### src/rtl/stopwatch_pkg.sv
// Shared definitions for the serial BCD preset path.
//   rx_state_t     : receiver FSM state encoding
//   ASCII_*        : byte values recognised by the digit parser
//   clks_per_bit() : clock cycles per serial bit (integer division)
package stopwatch_pkg;

  typedef enum logic [2:0] {
    RX_IDLE,
    RX_START,
    RX_DATA,
    RX_PARITY,
    RX_STOP
  } rx_state_t;

  localparam logic [7:0] ASCII_ZERO = 8'h30;
  localparam logic [7:0] ASCII_NINE = 8'h39;
  localparam logic [7:0] ASCII_CR   = 8'h0D;
  localparam logic [7:0] ASCII_LF   = 8'h0A;
  localparam logic [7:0] ASCII_ESC  = 8'h1B;

  function automatic int clks_per_bit(input int clk_hz, input int baud);
    return clk_hz / baud;
  endfunction

endpackage

### src/rtl/uart_rx_byte.sv
// Serial byte receiver: 2-flop synchroniser followed by the RX FSM.
// Frame is 8N1 by default, 8E1 when UART_PARITY_EN is defined.
// Ports:
//   clk, rst       : clock, synchronous active-high reset
//   usb_rx         : asynchronous serial input, idle high
//   rx_byte        : last received byte (valid while byte_valid is high)
//   byte_valid     : one-cycle pulse, good frame received
//   framing_error  : one-cycle pulse, stop bit sampled low
//   parity_error   : one-cycle pulse, parity mismatch (0 without UART_PARITY_EN)
module uart_rx_byte
  import stopwatch_pkg::*;
#(
  parameter int CLKS_PER_BIT = 868
) (
  input  logic       clk,
  input  logic       rst,
  input  logic       usb_rx,
  output logic [7:0] rx_byte,
  output logic       byte_valid,
  output logic       framing_error,
  output logic       parity_error
);

  localparam int TICK_W = $clog2(CLKS_PER_BIT + 1);
  localparam logic [TICK_W-1:0] TICK_HALF = TICK_W'(CLKS_PER_BIT / 2);
  localparam logic [TICK_W-1:0] TICK_LAST = TICK_W'(CLKS_PER_BIT - 1);

  logic rx_meta, rx_s, rx_prev;

  rx_state_t         state_q, state_d;
  logic [TICK_W-1:0] tick_q, tick_d;
  logic [2:0]        bit_q, bit_d;
  logic [7:0]        shift_q, shift_d;
  logic              valid_d, ferr_d, perr_d;
`ifdef UART_PARITY_EN
  logic              par_q, par_d;
`endif

  always_comb begin
    state_d = state_q;
    tick_d  = tick_q + 1'b1;
    bit_d   = bit_q;
    shift_d = shift_q;
    valid_d = 1'b0;
    ferr_d  = 1'b0;
    perr_d  = 1'b0;
`ifdef UART_PARITY_EN
    par_d   = par_q;
`endif
    case (state_q)
      RX_IDLE: begin
        tick_d = '0;
        // Only a falling edge starts a frame; a line stuck low is ignored.
        if (rx_prev && !rx_s) state_d = RX_START;
      end
      RX_START: begin
        if (tick_q == TICK_HALF) begin
          tick_d  = '0;
          bit_d   = '0;
          state_d = rx_s ? RX_IDLE : RX_DATA;
        end
      end
      RX_DATA: begin
        if (tick_q == TICK_LAST) begin
          tick_d  = '0;
          shift_d = {rx_s, shift_q[7:1]};
          bit_d   = bit_q + 1'b1;
          if (bit_q == 3'd7) begin
`ifdef UART_PARITY_EN
            state_d = RX_PARITY;
`else
            state_d = RX_STOP;
`endif
          end
        end
      end
`ifdef UART_PARITY_EN
      RX_PARITY: begin
        if (tick_q == TICK_LAST) begin
          tick_d  = '0;
          par_d   = rx_s;
          state_d = RX_STOP;
        end
      end
`endif
      RX_STOP: begin
        if (tick_q == TICK_LAST) begin
          tick_d  = '0;
          state_d = RX_IDLE;
          if (!rx_s) begin
            ferr_d = 1'b1;
`ifdef UART_PARITY_EN
          end else if ((^shift_q) ^ par_q) begin
            perr_d = 1'b1;
`endif
          end else begin
            valid_d = 1'b1;
          end
        end
      end
      default: state_d = RX_IDLE;
    endcase
  end

  always_ff @(posedge clk) begin
    if (rst) begin
      rx_meta       <= 1'b1;
      rx_s          <= 1'b1;
      rx_prev       <= 1'b1;
      state_q       <= RX_IDLE;
      tick_q        <= '0;
      bit_q         <= '0;
      byte_valid    <= 1'b0;
      framing_error <= 1'b0;
      parity_error  <= 1'b0;
    end else begin
      rx_meta       <= usb_rx;
      rx_s          <= rx_meta;
      rx_prev       <= rx_s;
      state_q       <= state_d;
      tick_q        <= tick_d;
      bit_q         <= bit_d;
      byte_valid    <= valid_d;
      framing_error <= ferr_d;
      parity_error  <= perr_d;
    end
  end

  // Shift data carries no control meaning, so it is left out of reset.
  always_ff @(posedge clk) begin
    shift_q <= shift_d;
`ifdef UART_PARITY_EN
    par_q   <= par_d;
`endif
  end

  assign rx_byte = shift_q;

endmodule

### src/rtl/uart_bcd_loader.sv
// Serial-to-BCD preset loader. ASCII digits received on usb_rx are shifted
// into a BCD buffer; CR or LF commits the buffer to number with a one-cycle
// load pulse, ESC discards it. Optional macro: UART_PARITY_EN (8E1 frames).
// Ports:
//   clk, rst       : clock, synchronous active-high reset
//   usb_rx         : asynchronous serial input, idle high
//   number         : committed BCD value, most significant digit on top
//   load           : one-cycle pulse, number valid in the same cycle
//   digit_count    : digits buffered but not yet committed
//   framing_error  : one-cycle pulse, stop bit sampled low
//   parity_error   : one-cycle pulse, parity mismatch (0 without UART_PARITY_EN)
module uart_bcd_loader
  import stopwatch_pkg::*;
#(
  parameter int BOARD_CLOCK_FREQUENCY_IN_HZ = 100_000_000,
  parameter int BAUD_RATE                   = 115_200,
  parameter int NUMBER_OF_DIGITS            = 4,
  parameter int NUMBER_OF_BITS_PER_DIGIT    = 4
) (
  input  logic                                                 clk,
  input  logic                                                 rst,
  input  logic                                                 usb_rx,
  output logic [NUMBER_OF_DIGITS*NUMBER_OF_BITS_PER_DIGIT-1:0] number,
  output logic                                                 load,
  output logic [$clog2(NUMBER_OF_DIGITS+1)-1:0]                digit_count,
  output logic                                                 framing_error,
  output logic                                                 parity_error
);

  localparam int CLKS_PER_BIT = clks_per_bit(BOARD_CLOCK_FREQUENCY_IN_HZ, BAUD_RATE);
  localparam int DW           = NUMBER_OF_DIGITS * NUMBER_OF_BITS_PER_DIGIT;
  localparam int CW           = $clog2(NUMBER_OF_DIGITS + 1);
  localparam logic [CW-1:0] COUNT_MAX = CW'(NUMBER_OF_DIGITS);

  logic [7:0]    rx_byte;
  logic          byte_valid;
  logic [DW-1:0] buffer;
  logic          is_digit, is_term, is_esc;

  uart_rx_byte #(
    .CLKS_PER_BIT (CLKS_PER_BIT)
  ) u_rx (
    .clk           (clk),
    .rst           (rst),
    .usb_rx        (usb_rx),
    .rx_byte       (rx_byte),
    .byte_valid    (byte_valid),
    .framing_error (framing_error),
    .parity_error  (parity_error)
  );

  always_comb begin
    is_digit = (rx_byte >= ASCII_ZERO) && (rx_byte <= ASCII_NINE);
    is_term  = (rx_byte == ASCII_CR) || (rx_byte == ASCII_LF);
    is_esc   = (rx_byte == ASCII_ESC);
  end

  always_ff @(posedge clk) begin
    if (rst) begin
      number      <= '0;
      load        <= 1'b0;
      buffer      <= '0;
      digit_count <= '0;
    end else begin
      load <= 1'b0;
      if (byte_valid) begin
        if (is_digit) begin
          // Low nibble of '0'..'9' is the digit value; the oldest digit
          // falls off the top when the buffer is already full.
          buffer <= (buffer << NUMBER_OF_BITS_PER_DIGIT) | DW'(rx_byte[3:0]);
          if (digit_count != COUNT_MAX) digit_count <= digit_count + 1'b1;
        end else if (is_term) begin
          // An empty buffer ignores the terminator, so CRLF loads once.
          if (digit_count != '0) begin
            number      <= buffer;
            load        <= 1'b1;
            buffer      <= '0;
            digit_count <= '0;
          end
        end else if (is_esc) begin
          buffer      <= '0;
          digit_count <= '0;
        end
      end
    end
  end

endmodule

### config.mk
export PLATFORM = sky130hd
export DESIGN_NAME = uart_bcd_loader
export DESIGN_NICKNAME = d
export VERILOG_FILES = /design/src/rtl/stopwatch_pkg.sv /design/src/rtl/uart_rx_byte.sv /design/src/rtl/uart_bcd_loader.sv
export SDC_FILE = /design/constraint.sdc
export NUM_CORES = 1
export LEC_CHECK = 0
export ABC_AREA = 1
export BUFFER_PORTS_ARGS = -buffer_cell sky130_fd_sc_hd__buf_2
export CAP_MARGIN = 25
export CORE_MARGIN = 2
export CORE_UTILIZATION = 42
export DETAILED_ROUTE_END_ITERATION = 7
export GPL_TIMING_DRIVEN = 1
export PLACE_DENSITY = 0.71
export REMOVE_ABC_BUFFERS = 1
export SLEW_MARGIN = 0
export SYNTH_ARGS = -nofsm -noshare
export SYNTH_HDL_FRONTEND = slang
export SYNTH_HIERARCHICAL = 1
export SYNTH_SLANG_ARGS = --single-unit
export TNS_END_PERCENT = 1
### constraint.sdc
create_clock -name clk -period 4.6 [get_ports clk]
set_clock_uncertainty 0.1 [all_clocks]
set_input_delay 0.92 -clock clk [delete_from_list [all_inputs] [get_ports clk]]
set_output_delay 0.92 -clock clk [all_outputs]
set_load 0.02 [all_outputs]
# Yosys cells after proc, flatten, opt, wreduce, memory -nomap -nowiden
# Index checks and enable logic that the tools add are counted.
# word_totals
output_inout_bits	22
register_bits	65
memories	0
wordCells	83
ramBits	0
rom_bits	0
in_bits	3
latch_bits	0
# classes
eq_ne	17
bitwise	6
n_lt_le_gt_ge	2
n_mux	25
addsub	3
div	0
shifts	0
reduce_logical	17
mul	0
# op_table
operator	count
$mux 16	4
$mux 3	12
$pmux 10 s3	1
$mux 10	2
$eq 8x4->1 const B	2
$or 16x4->16	1
$ne 2x1->1 const B	6
$pmux 3 s4	1
$add 10x1->10 const B	1
$eq 10x10->1 const B	1
$eq 10x9->1 const B	1
$eq 8x5->1 const B	1
$ge 8x6->1 const B	1
$le 8x6->1 const B	1
$reduce_and 4->1	2
$add 3x1->3 const B	2
$eq 3x3->1 const B	2
$pmux 3 s2	1
$reduce_and 3->1	2
$reduce_bool 3->1	2
$not 1->1	5
$reduce_and 5->1	1
$reduce_or 4->1	1
$eq 3x1->1 const B	1
13 further kinds	16

# Longest topological paths before layout
# depth
ltp_word	4
depth_mapped	11
depth_no_buf	11

# By module
# Netlist, hierarchy kept.
# by_module_without_submodules
mod	instances	area_per_inst_um2	seq_area_each_um2	cells_each
uart_bcd_loader	1	1694.1	720.7	244
uart_rx_byte	1	1383.8	660.6	163

# Worst setup path before layout
# OpenSTA, ideal clock, no wires.
# synth_timing
kind	reg-to-reg
startpoint	register digit_count[0]
endpoint	register number[10]
setup_slack_ns	2.866
period_less_slack_ns	1.734
t_arrival_ns	1.518
path_buffers	1
setup_time_ns	0.116
required_time_ns	4.384
path_stages_with_launch	11
cell_sequence	dfxtp_1 > inv_1 > ha_1 > inv_1 > nor2_1 > nand3b_4 > nor2_8 > inv_2 > buf_4 > nor2_1 > nor2_1
# synth_between
elab_chain_len	2
# synth_rtl
element	line	source
start, declared	uart_bcd_loader.sv:25	output logic [$clog2(NUMBER_OF_DIGITS+1)-1:0] digit_count,
start signal, assigned	uart_bcd_loader.sv:71	if (digit_count != COUNT_MAX) digit_count <= digit_count + 1'b1;
$reduce_bool 3->1	uart_bcd_loader.sv:74	if (digit_count != '0) begin
$reduce_and 4->1 (no line)	n/a	
end signal, assigned	uart_bcd_loader.sv:75	number <= buffer;
end, declared	uart_bcd_loader.sv:23	output logic [NUMBER_OF_DIGITS*NUMBER_OF_BITS_PER_DIGIT-1:0] number,
# Every way passes these cells.
# A chain may end at the register's enable or synchronous reset.

==> impl_summary.txt <==
----------------------------------------------------
[Drt]
  Final Routed Wirelength ... 5.81 mm
  Routed via count ... 2,508
  Mean routed wirelength per cell ... 10.9 µm
  Routed metal-1 wire length ... 2.68 mm
  DRC violation count after routing ... 0
  Met2 routed wirelength ... 2.82 mm
  Via/cell ratio ... 4.71
  Drt pass-1 iters ... 4
  Routed length on met3 ... 214 µm
  Initial detailed-routing violation count ... 165
  Highest metal layer used by the detailed router ... met4
  Antenna Nets Post-Route ... 0

[Die]
  Cell Rows ... 31
  Width of the chip ... 89.6 µm
  DIE HEIGHT ... 89.6 µm
  Total I/O pin count ... 25
  Effective utilization at floorplan ... 0.429
  Core area ... 7180 µm²
  Area enclosed by the die boundary ... 8030 µm²

[Clock tree]
  CTS HTree Levels ... 3
  Clock slew at the register clock pins of the worst setup and hold paths ... 0.08 ns
  Number of clock sinks ... 65
  Clk root buf ... sky130_fd_sc_hd__clkbuf_8
  Number of buffers between clock root and the deepest sink ... 2
  Post-cts sizing count ... 0
  Clock tree from TritonCTS ... done
  Total of hold buffers inserted after clock tree synthesis ... 0
  Insertion delay to the later sink of the worst-skew pair ... 0.35 ns
  Setup Fix Bufs, Post-CTS ... 0
  Inserted Clock Buffers ... 9

[Setup path]
  Nature of the critical path startpoint ... input port
  Maximum fanout count along the critical path ... 35
  R2r worst-path depth ... 4
  Critical path data arrival time ... 2.20 ns
  Worst R2R End ... u_rx/rx_byte[2]$_DFFE_PP_
  Slack of the worst reg-to-reg path ... 2.68 ns
  Worst Path Required ... 4.78 ns
  Setup crit end kind ... flop
  Launching point of the worst reg2reg path ... u_rx/tick_q[0]$_SDFF_PP0_
  Worst Path Class, Setup ... in -> reg

[Worst hold path]
  Class of the tightest hold or removal check ... reg -> reg
  Number of cells traversed by the worst hold path ... 1
  Worst-case hold path end point ... u_rx/rx_s$_SDFF_PP1_
  HP Start ... u_rx/rx_meta$_SDFF_PP1_

[Yosys]
  Cell type contributing the most total cell area after synthesis ... sky130_fd_sc_hd__dfxtp_1
  Ranking of synthesized cells by area ... sky130_fd_sc_hd__dfxtp_1, sky130_fd_sc_hd__nor2_1, sky130_fd_sc_hd__nand2_1
  Area fraction of the dominant cell type after synthesis ... 0.371
  Number of distinct library cells after synthesis ... 40
  Synthesized instance count ... 407
  Mean Syn Cell Area ... 7.56 µm²
  Mapped Area ... 3080 µm²
  Sequential area share after synthesis ... 0.449
  Synthesis warning total ... 6
  Async SR Flop Fraction ... 0
  Count of flip-flops with a built-in enable after synthesis ... 8
  Post-synthesis register bit count ... 65
  Dominant synthesized flop cell ... sky130_fd_sc_hd__dfxtp_1

[Timing]
  Max Freq ... 497 MHz
  Final Cycle Share ... 0.438
  Count of pins over their slew limit ... 0
  Unrepaired setup endpoints after global routing ... no
  Final period demand of the worst path ... 2.01 ns
  Post-route worst setup slack ... 2.59 ns
  Relative slew slack ... 0.351
  Final setup violation count ... 0
  Post-route setup TNS ... 0 ns
  Total count of hold-check failures in the final report ... 0
  Slew at the pin closest to its max-slew limit ... 0.973 ns

[Power]
  Leakage ... 0.00164 µW
  Cell Pwr Density ... 381 nW/µm²
  Total chip power ... 1310 µW
  Peak supply drop ... 0.234 mV

[Placed design]
  Cell total after placement ... 517
  RD Place Congestion ... 0.811
  Setup slack after placement ... 2.23 ns
  Port buffer count ... 23
  HPWL after detailed placement ... 3.93 mm

[Global routing]
  Via count of the first global-routing pass ... 2,280
  Global Route Usage Sum ... 0.158
  Wire length of the first global-routing pass ... 9.74 mm
  Maximum number of pins on one net before global-route repair ... 36
  Antenna violations before repair ... 0
  GR Overflow Total ... 0

[Layout]
  Leading cell type in the layout, fill and taps excluded ... sky130_fd_sc_hd__nor2_1
  Commonest cells after routing, fill and taps aside ... sky130_fd_sc_hd__nor2_1, sky130_fd_sc_hd__nand2_1, sky130_fd_sc_hd__dfxtp_1
  Post-layout nets ... 438
  Fraction of final layout cells with drive strength greater than 1 ... 0.189
  Final core utilization ... 0.480
  Count of fill cells added during filler insertion ... 711
  Number of diodes added for antenna fixing ... 0
  Cell Count, Final, Fillers Out ... 533
  Layout area overhead ... 11.8%

[Run status]
  Outcome ... completed

[Job]
  Reported max-cap violation count ... 0

----------------------------------------------------
-- worst max path at each step --
| stage | start | end | slack, ns | depth (start not counted) |
|---|---|---|---|---|
| 3_3_place_gp | rst | number[1]$_SDFFE_PP0P_ | 2.30 | 4 |
| 5_1_grt | rst | number[15]$_SDFFE_PP0P_ | 2.40 | 4 |
| 3_5_place_dp | rst | number[1]$_SDFFE_PP0P_ | 2.23 | 4 |
| 2_1_floorplan | rst | number[0]$_SDFFE_PP0P_ | 2.82 | 3 |
| 4_1_cts | digit_count[2]$_SDFFE_PP0P_ | digit_count[2] | 2.60 | 1 |
| 6_report | rst | number[1]$_SDFFE_PP0P_ | 2.59 | 4 |
-- cell usage after synthesis (7+ instances only) --
library cell,count
sky130_fd_sc_hd__nand2_4,7
sky130_fd_sc_hd__nand2_1,72
sky130_fd_sc_hd__inv_1,30
sky130_fd_sc_hd__inv_2,10
sky130_fd_sc_hd__nand3_1,30
sky130_fd_sc_hd__dfxtp_1,57
sky130_fd_sc_hd__edfxtp_1,8
sky130_fd_sc_hd__nor2_2,8
sky130_fd_sc_hd__nor2_1,101
sky130_fd_sc_hd__o21ai_0,15
-- cell type report --
class	count	area [µm²]	area share
multi-input cells	288	1470	0.426
repair buffers	23	115	0.0335
inverters	42	160	0.0465
clock buffers	10	149	0.0433
well taps	99	124	0.0360
flip-flops and latches	65	1380	0.401
clock inverters	6	45.0	0.0131
-- where the power goes --
part,internal [µW],switching (µW)
Combinational,78.0,145
Clock,233,239
Sequential,595,21.0
Total,906,405
-- critical path: stages --
cell and delay, ns:
sky130_fd_sc_hd__buf_2 0.17, sky130_fd_sc_hd__inv_1 0.73, sky130_fd_sc_hd__o21ai_0 0.22, sky130_fd_sc_hd__nor2_1 0.14
-- through the flow --
step                      cell area, µm²  hold WS (ns)
final                               3440         0.319
after global routing                3440         0.341
after CTS                           3440         0.324
after detailed placement            3250         0.302
after global placement              3250         0.306
after floorplan                     3010         0.289
-- flip-flops by register name, indices dropped and copies added, names as in the netlist --
| name | cells |
|---|---|
| u_rx/rx_meta | 1 |
| u_rx/state_q | 3 |
| buffer | 16 |
| u_rx/framing_error | 1 |
| load | 1 |
| u_rx/byte_valid | 1 |
| number | 16 |
| u_rx/rx_prev | 1 |
| u_rx/rx_s | 1 |
| u_rx/bit_q | 3 |
| digit_count | 3 |
| u_rx/tick_q | 10 |
| u_rx/rx_byte | 8 |
-- cell families after synthesis --
kind of cell,share of synthesized area
flip-flops,0.449
XOR/XNOR,0.0142
AND/OR/NAND/NOR,0.383
adder cells (fa/ha/maj),0.0244
other,0.00122
AO/OA/AOI/OAI,0.0532
buffers and inverters,0.0748
-- metal layers --
metal / GRT usage / up-vias
li1: - / 1324
met1: 0.181 / 1146
met2: 0.261 / 28
met3: 0.0631 / 10
met4: 0.0651 / 0
met5: 0 / -
Power figures use the tool's default switching activity.
